### src/rtl/sauria_pkg.sv
// Shared SAURIA configuration: array geometry and weight FIFO defaults.
// Also holds the push/pop operation encoding used by the FIFO occupancy logic.
package sauria_pkg;

  localparam int Y                  = 8;
  localparam int IB_W               = 8;
  localparam int WEI_FIFO_POSITIONS = 4;
  localparam bit WEI_FIFO_ZD_EN     = 1'b1;
  localparam int WEI_FIFO_AF_TH     = WEI_FIFO_POSITIONS - 1;

  typedef enum logic [1:0] {
    OP_IDLE = 2'b00,
    OP_POP  = 2'b01,
    OP_PUSH = 2'b10,
    OP_BOTH = 2'b11
  } fifo_op_e;

endpackage

### src/rtl/sauria_lane_zero_det.sv
// Per-lane zero detector: flags each IB_W-bit lane of a Y-lane word that is all zeros.
// Purely combinational so it can sit on any write path (weight FIFO, ifmap feeder).
module sauria_lane_zero_det #(
  parameter int Y    = 8,
  parameter int IB_W = 8
) (
  input  logic [Y*IB_W-1:0] i_data,
  output logic [Y-1:0]      o_zmask
);

  for (genvar k = 0; k < Y; k++) begin : g_lane
    assign o_zmask[k] = (i_data[k*IB_W +: IB_W] == '0);
  end

endmodule

### src/rtl/sauria_wei_fifo_zd.sv
// First-word fall-through weight FIFO feeding the systolic array Y inputs, with
// write-time zero masks, programmable almost-full, sync flush and sticky error flags.
module sauria_wei_fifo_zd #(
  parameter int Y     = sauria_pkg::Y,
  parameter int IB_W  = sauria_pkg::IB_W,
  parameter int DEPTH = sauria_pkg::WEI_FIFO_POSITIONS,
  parameter bit ZD_EN = sauria_pkg::WEI_FIFO_ZD_EN,
  parameter int CNT_W = $clog2(DEPTH + 1)
) (
  input  logic              i_clk,
  input  logic              i_rst,
  input  logic              i_flush,
  input  logic [CNT_W-1:0]  i_af_th,
  input  logic              i_push,
  input  logic [Y*IB_W-1:0] i_data,
  input  logic              i_pop,
  output logic [Y*IB_W-1:0] o_data,
  output logic [Y-1:0]      o_zmask,
  output logic              o_valid,
  output logic              o_full,
  output logic              o_afull,
  output logic [CNT_W-1:0]  o_count,
  output logic              o_ovf,
  output logic              o_udf
);

  import sauria_pkg::*;

  localparam int PTR_W = $clog2(DEPTH);

  logic [PTR_W-1:0]  wptr_q, wptr_d;
  logic [PTR_W-1:0]  rptr_q, rptr_d;
  logic [CNT_W-1:0]  count_q, count_d;
  logic              ovf_q, ovf_d;
  logic              udf_q, udf_d;
  logic              push_acc, pop_acc;
  logic              empty, full;
  logic [Y-1:0]      head_zmask;
  logic [Y*IB_W-1:0] mem_q [DEPTH];
  fifo_op_e          op;

  // Explicit wrap so DEPTH need not be a power of two.
  function automatic logic [PTR_W-1:0] ptr_inc(input logic [PTR_W-1:0] p);
    return (p == PTR_W'(DEPTH - 1)) ? '0 : p + PTR_W'(1);
  endfunction

  assign empty    = (count_q == '0);
  assign full     = (count_q == CNT_W'(DEPTH));
  assign push_acc = !i_flush && i_push && (!full || i_pop);
  assign pop_acc  = !i_flush && i_pop && !empty;
  assign op       = fifo_op_e'({push_acc, pop_acc});

  always_comb begin
    wptr_d  = wptr_q;
    rptr_d  = rptr_q;
    count_d = count_q;
    ovf_d   = ovf_q || (i_push && full && !i_pop);
    udf_d   = udf_q || (i_pop && empty);
    if (push_acc) wptr_d = ptr_inc(wptr_q);
    if (pop_acc)  rptr_d = ptr_inc(rptr_q);
    unique case (op)
      OP_PUSH: count_d = count_q + CNT_W'(1);
      OP_POP:  count_d = count_q - CNT_W'(1);
      default: count_d = count_q;
    endcase
    if (i_flush) begin
      wptr_d  = '0;
      rptr_d  = '0;
      count_d = '0;
      ovf_d   = 1'b0;
      udf_d   = 1'b0;
    end
  end

  // NOTE: state registers use non-blocking assignments so every flop samples pre-edge values.
  always_ff @(posedge i_clk or posedge i_rst) begin
    if (i_rst) begin
      wptr_q  <= '0;
      rptr_q  <= '0;
      count_q <= '0;
      ovf_q   <= 1'b0;
      udf_q   <= 1'b0;
    end else begin
      wptr_q  <= wptr_d;
      rptr_q  <= rptr_d;
      count_q <= count_d;
      ovf_q   <= ovf_d;
      udf_q   <= udf_d;
    end
  end

  // NOTE: storage is deliberately not reset; o_valid qualifies it, and outputs are gated below.
  always_ff @(posedge i_clk) begin
    if (push_acc) mem_q[wptr_q] <= i_data;
  end

  if (ZD_EN) begin : g_zd
    logic [Y-1:0] wr_zmask;
    logic [Y-1:0] zmem_q [DEPTH];

    sauria_lane_zero_det #(
      .Y    (Y),
      .IB_W (IB_W)
    ) u_zero_det (
      .i_data  (i_data),
      .o_zmask (wr_zmask)
    );

    always_ff @(posedge i_clk) begin
      if (push_acc) zmem_q[wptr_q] <= wr_zmask;
    end

    assign head_zmask = zmem_q[rptr_q];
  end else begin : g_no_zd
    assign head_zmask = '0;
  end

  // Gating on valid gives clean zero outputs after reset without clearing the array.
  assign o_data  = empty ? '0 : mem_q[rptr_q];
  assign o_zmask = empty ? '0 : head_zmask;
  assign o_valid = !empty;
  assign o_full  = full;
  assign o_afull = (count_q >= i_af_th);
  assign o_count = count_q;
  assign o_ovf   = ovf_q;
  assign o_udf   = udf_q;

endmodule
### config.mk
export PLATFORM = sky130hd
export DESIGN_NAME = sauria_wei_fifo_zd
export DESIGN_NICKNAME = d
export VERILOG_FILES = /design/src/rtl/sauria_pkg.sv /design/src/rtl/sauria_lane_zero_det.sv /design/src/rtl/sauria_wei_fifo_zd.sv
export SDC_FILE = /design/constraint.sdc
export NUM_CORES = 1
export LEC_CHECK = 0
export CORE_MARGIN = 2
export CORE_UTILIZATION = 45
export DETAILED_ROUTE_END_ITERATION = 7
export GPL_ROUTABILITY_DRIVEN = 1
export PLACE_DENSITY = 0.67
export SLEW_MARGIN = 20
export SYNTH_ARGS = -nofsm -noshare
export SYNTH_HDL_FRONTEND = slang
export SYNTH_SLANG_ARGS = --single-unit
### constraint.sdc
create_clock -name i_clk -period 7.4 [get_ports i_clk]
set_input_delay 1.48 -clock i_clk [delete_from_list [all_inputs] [get_ports i_clk]]
set_output_delay 1.48 -clock i_clk [all_outputs]
set_load 0.01 [all_outputs]
==> summary.txt <==
Timing
  – Min Hold Slack: ~0.53 ns
  – Fin crit period: 4.984 ns
  – Hold Vio Cnt, Final: 0
  – Final Max Slew Viols: 0
  – Setup TNS: 0 ns
  – # setup viols final: 0
  – Max Clk Rate: about 200 MHz
  – Worst-Margin Slew: 0.8889 ns
  – Max_slew headroom: 40.74%
  – Final worst-path cycle share: between 60% and 70%
  – Unrepaired setup endpoints after global routing: false
  – Clock Skew: 0.005186 ns

Clock tree
  – CTS clk-pin slew, worst paths: 0.06 ns
  – H-tree depth: 1
  – CTS root buffer: clkbuf_16
  – Post-cts sizing count: 0
  – CTS buffer count: 29
  – Setup bufs post-CTS: 0
  – CTS tree: yes
  – Post-CTS Hold Buffers: 0
  – Clock Latency Late Sink: 0.53 ns
  – Clk sinks: 297
  – Clock buffer depth: 3

Drt
  – Starting DRT DRC Count: approximately 400
  – Total number of vias: 5736
  – Final Routed Wirelength: 22.25 mm
  – # DRC: 0
  – Drt pass-1 iters: 6
  – Via-to-Cell Ratio: 5.331
  – Routed WL per cell: 20.67 µm
  – Post-DRT Antenna Nets: 0

Worst setup path
  – Slowest stage delay, CP: 1.02 ns
  – R2R cell count: 4
  – CP Buf/Inv Count: 2
  – CP Cell Sequence: buf_4 -> mux4_2 -> and2_1 -> clkdlybuf4s50_1
  – CP startpoint kind: flip-flop
  – Setup crit end kind: output port
  – FF-to-FF setup slack: 4.93 ns
  – Crit-path max FO: 44
  – CP max stage cell: dfrtp_4
  – Crit Reg-Reg Endpoint: mem_q[2][36]$_DFFE_PP_
  – Cell family contributing the most delay on the critical path: buffers and inverters
  – Worst path arrival time: 3.50 ns
  – WS Path Type: flip-flop to output port
  – Critical Path RT: a little under 6 ns
  – R2r startpoint: o_count[2]$_DFFE_PP0P_

Logic synthesis
  – Mean Syn Cell Area: approximately 21 µm²
  – Synth Net Count: 637
  – Synthesized instance count: roughly 560
  – #FFs+latches synth: 297
  – Yosys cell types: 33
  – Yosys warns: 0
  – Mapped Area: 0.01170 mm²
  – Sequential share of the synthesized area: between 70% and 80%

Power and ir drop
  – P per Cell Area: 287.8 mW/mm²
  – Leakage: roughly 4.6 nW
  – Peak supply drop: between 0.2 and 0.3 mV

Placement
  – Port Buffers: 151
  – HPWL Detailed: 12.79 mm
  – Gpl congestion: between 0.7 and 0.8
  – Placed Cells: 1023

Finish
  – Post-layout util: 56.63%
  – Most common cell after layout, fill and taps aside: edfxtp_1
  – Layout cell share with drive strength beyond 1: 17.68%
  – Most frequent cells in the layout: edfxtp_1, clkdlybuf4s50_1, and2_1
  – Final Net Count: 801
  – # diodes: 0
  – Area Growth Syn to Fin: 24.72%
  – Non-Filler Instances: about 1100

GRT
  – Vias in the first global route: 6143
  – GRT Overall Usage: 16.50%
  – Largest net degree at the start of global routing: 77
  – Gr ovfl total: 0
  – Initial antenna violation count: 0
  – First-pass GRT wire length: 34.29 mm

Status
  – Outcome: completed

Die
  – Die Area: 0.02730 mm²
  – Die Height: 165.2 µm
  – Core Area: roughly 0.026 mm²
  – I/O Pins: around 150
  – Rows: 59
  – Starting Density: 45.40%
  – Die Width: 165.2 µm

Hold path
  – Beginning of the worst hold path: o_udf$_DFF_PP0_
  – WHS Path Cells: 2
  – Hold Crit Endpoint: o_udf$_DFF_PP0_
  – Worst Hold Class: flip-flop to flip-flop

Flow run
  – Max-cap violations: 0
where the power goes:
group | switching (mW) | total, mW | internal, mW
combinational | 0.346 | 0.805 | 0.458
clock | 0.579 | 1.45 | 0.867
sequential | 0.0529 | 1.95 | 1.89
total | 0.978 | 4.20 | 3.22
worst min-delay path: stages (launching register included):
cell and delay (ns):
dfrtp_1 0.35, a21oi_1 0.04, nor2_1 0.09
state kept, by name, summed over array words and instances (netlist names):
name and cells:
g_zd.zmem_q 32, wptr_q 2, rptr_q 2, o_udf 1, mem_q 256, o_ovf 1
o_count 3
per-layer routing:
layer	vias to the layer above	GRT usage, %	routed length (µm)
met4	0	3.755	334
li1	2577	-	-
met1	2981	22.37	9687
met2	151	28.37	11240
met5	-	0	0
met3	27	2.647	987
stage by stage:
stage                     total power [mW]  worst slack (ns)  instance area, µm²
final                                4.198             2.416               14590
after global routing                 4.365             2.104               14590
after detailed placement             2.801             2.795               13620
after floorplan                      2.399             3.325               11700
after CTS                            4.245             2.250               14560
after global placement               2.790             2.805               13510
final cells by class:
type | instances | area [µm²]
well taps | 335 | 419.2
clock buffers | 43 | 818.3
fillers | 1909 | 11170
repair buffers | 158 | 1664
clock inverters | 9 | 126.4
flip-flops and latches | 297 | 8881
multi-input cells | 226 | 2650
inverters | 8 | 30.03
synth_stat cells:
library cell,count,area share [%]
edfxtp_1,288,74
and2_1,77,4.1
mux4_2,72,14
or4_1,16,1.0
nor2_1,15,0.48
clkbuf_1,14,0.45
dfrtp_1,9,1.9
ha_1,8,0.86
buf_6,7,0.67
inv_1,7,0.22
nand2_1,6,0.19
a21oi_1,5,0.21
nand2b_1,5,0.27
buf_2,3,0.13
o21ai_0,3,0.13
a21o_1,2,0.13
nand3_1,2,0.086
nor4b_1,2,0.15
a21oi_2,1,0.075
a31oi_1,1,0.054
buf_4,1,0.064
fa_1,1,0.17
inv_2,1,0.032
mux2_4,1,0.13
mux2i_1,1,0.086
nor2_4,1,0.096
nor3_1,1,0.043
o211ai_1,1,0.064
o21ai_1,1,0.043
o22ai_2,1,0.11
o31ai_1,1,0.064
or2_4,1,0.075
or3_1,1,0.054
worst max path at each step:
| stage | startpoint | to | depth (start not counted) |
|---|---|---|---|
| 2_1_floorplan | i_flush | g_zd.zmem_q[0][0]$_DFFE_PP_ | 3 |
| 3_3_place_gp | i_af_th[0] | o_afull | 6 |
| 3_5_place_dp | i_af_th[0] | o_afull | 6 |
| 4_1_cts | rptr_q[0]$_DFFE_PP0P_ | o_data[16] | 4 |
| 5_1_grt | rptr_q[0]$_DFFE_PP0P_ | o_data[47] | 4 |
| 6_report | rptr_q[0]$_DFFE_PP0P_ | o_data[29] | 4 |
cells by family after synthesis:
group                    count (synthesis)  share of synthesized area [%]
buffers and inverters                   33                          1.572
AND/OR/NAND/NOR                        127                          6.589
adder cells (fa/ha/maj)                  9                          1.027
AO/OA/AOI/OAI                           16                         0.8770
flip-flops                             297                          75.86
multiplexers                            74                          14.08
No activity file was read; power rests on OpenSTA's default activity.
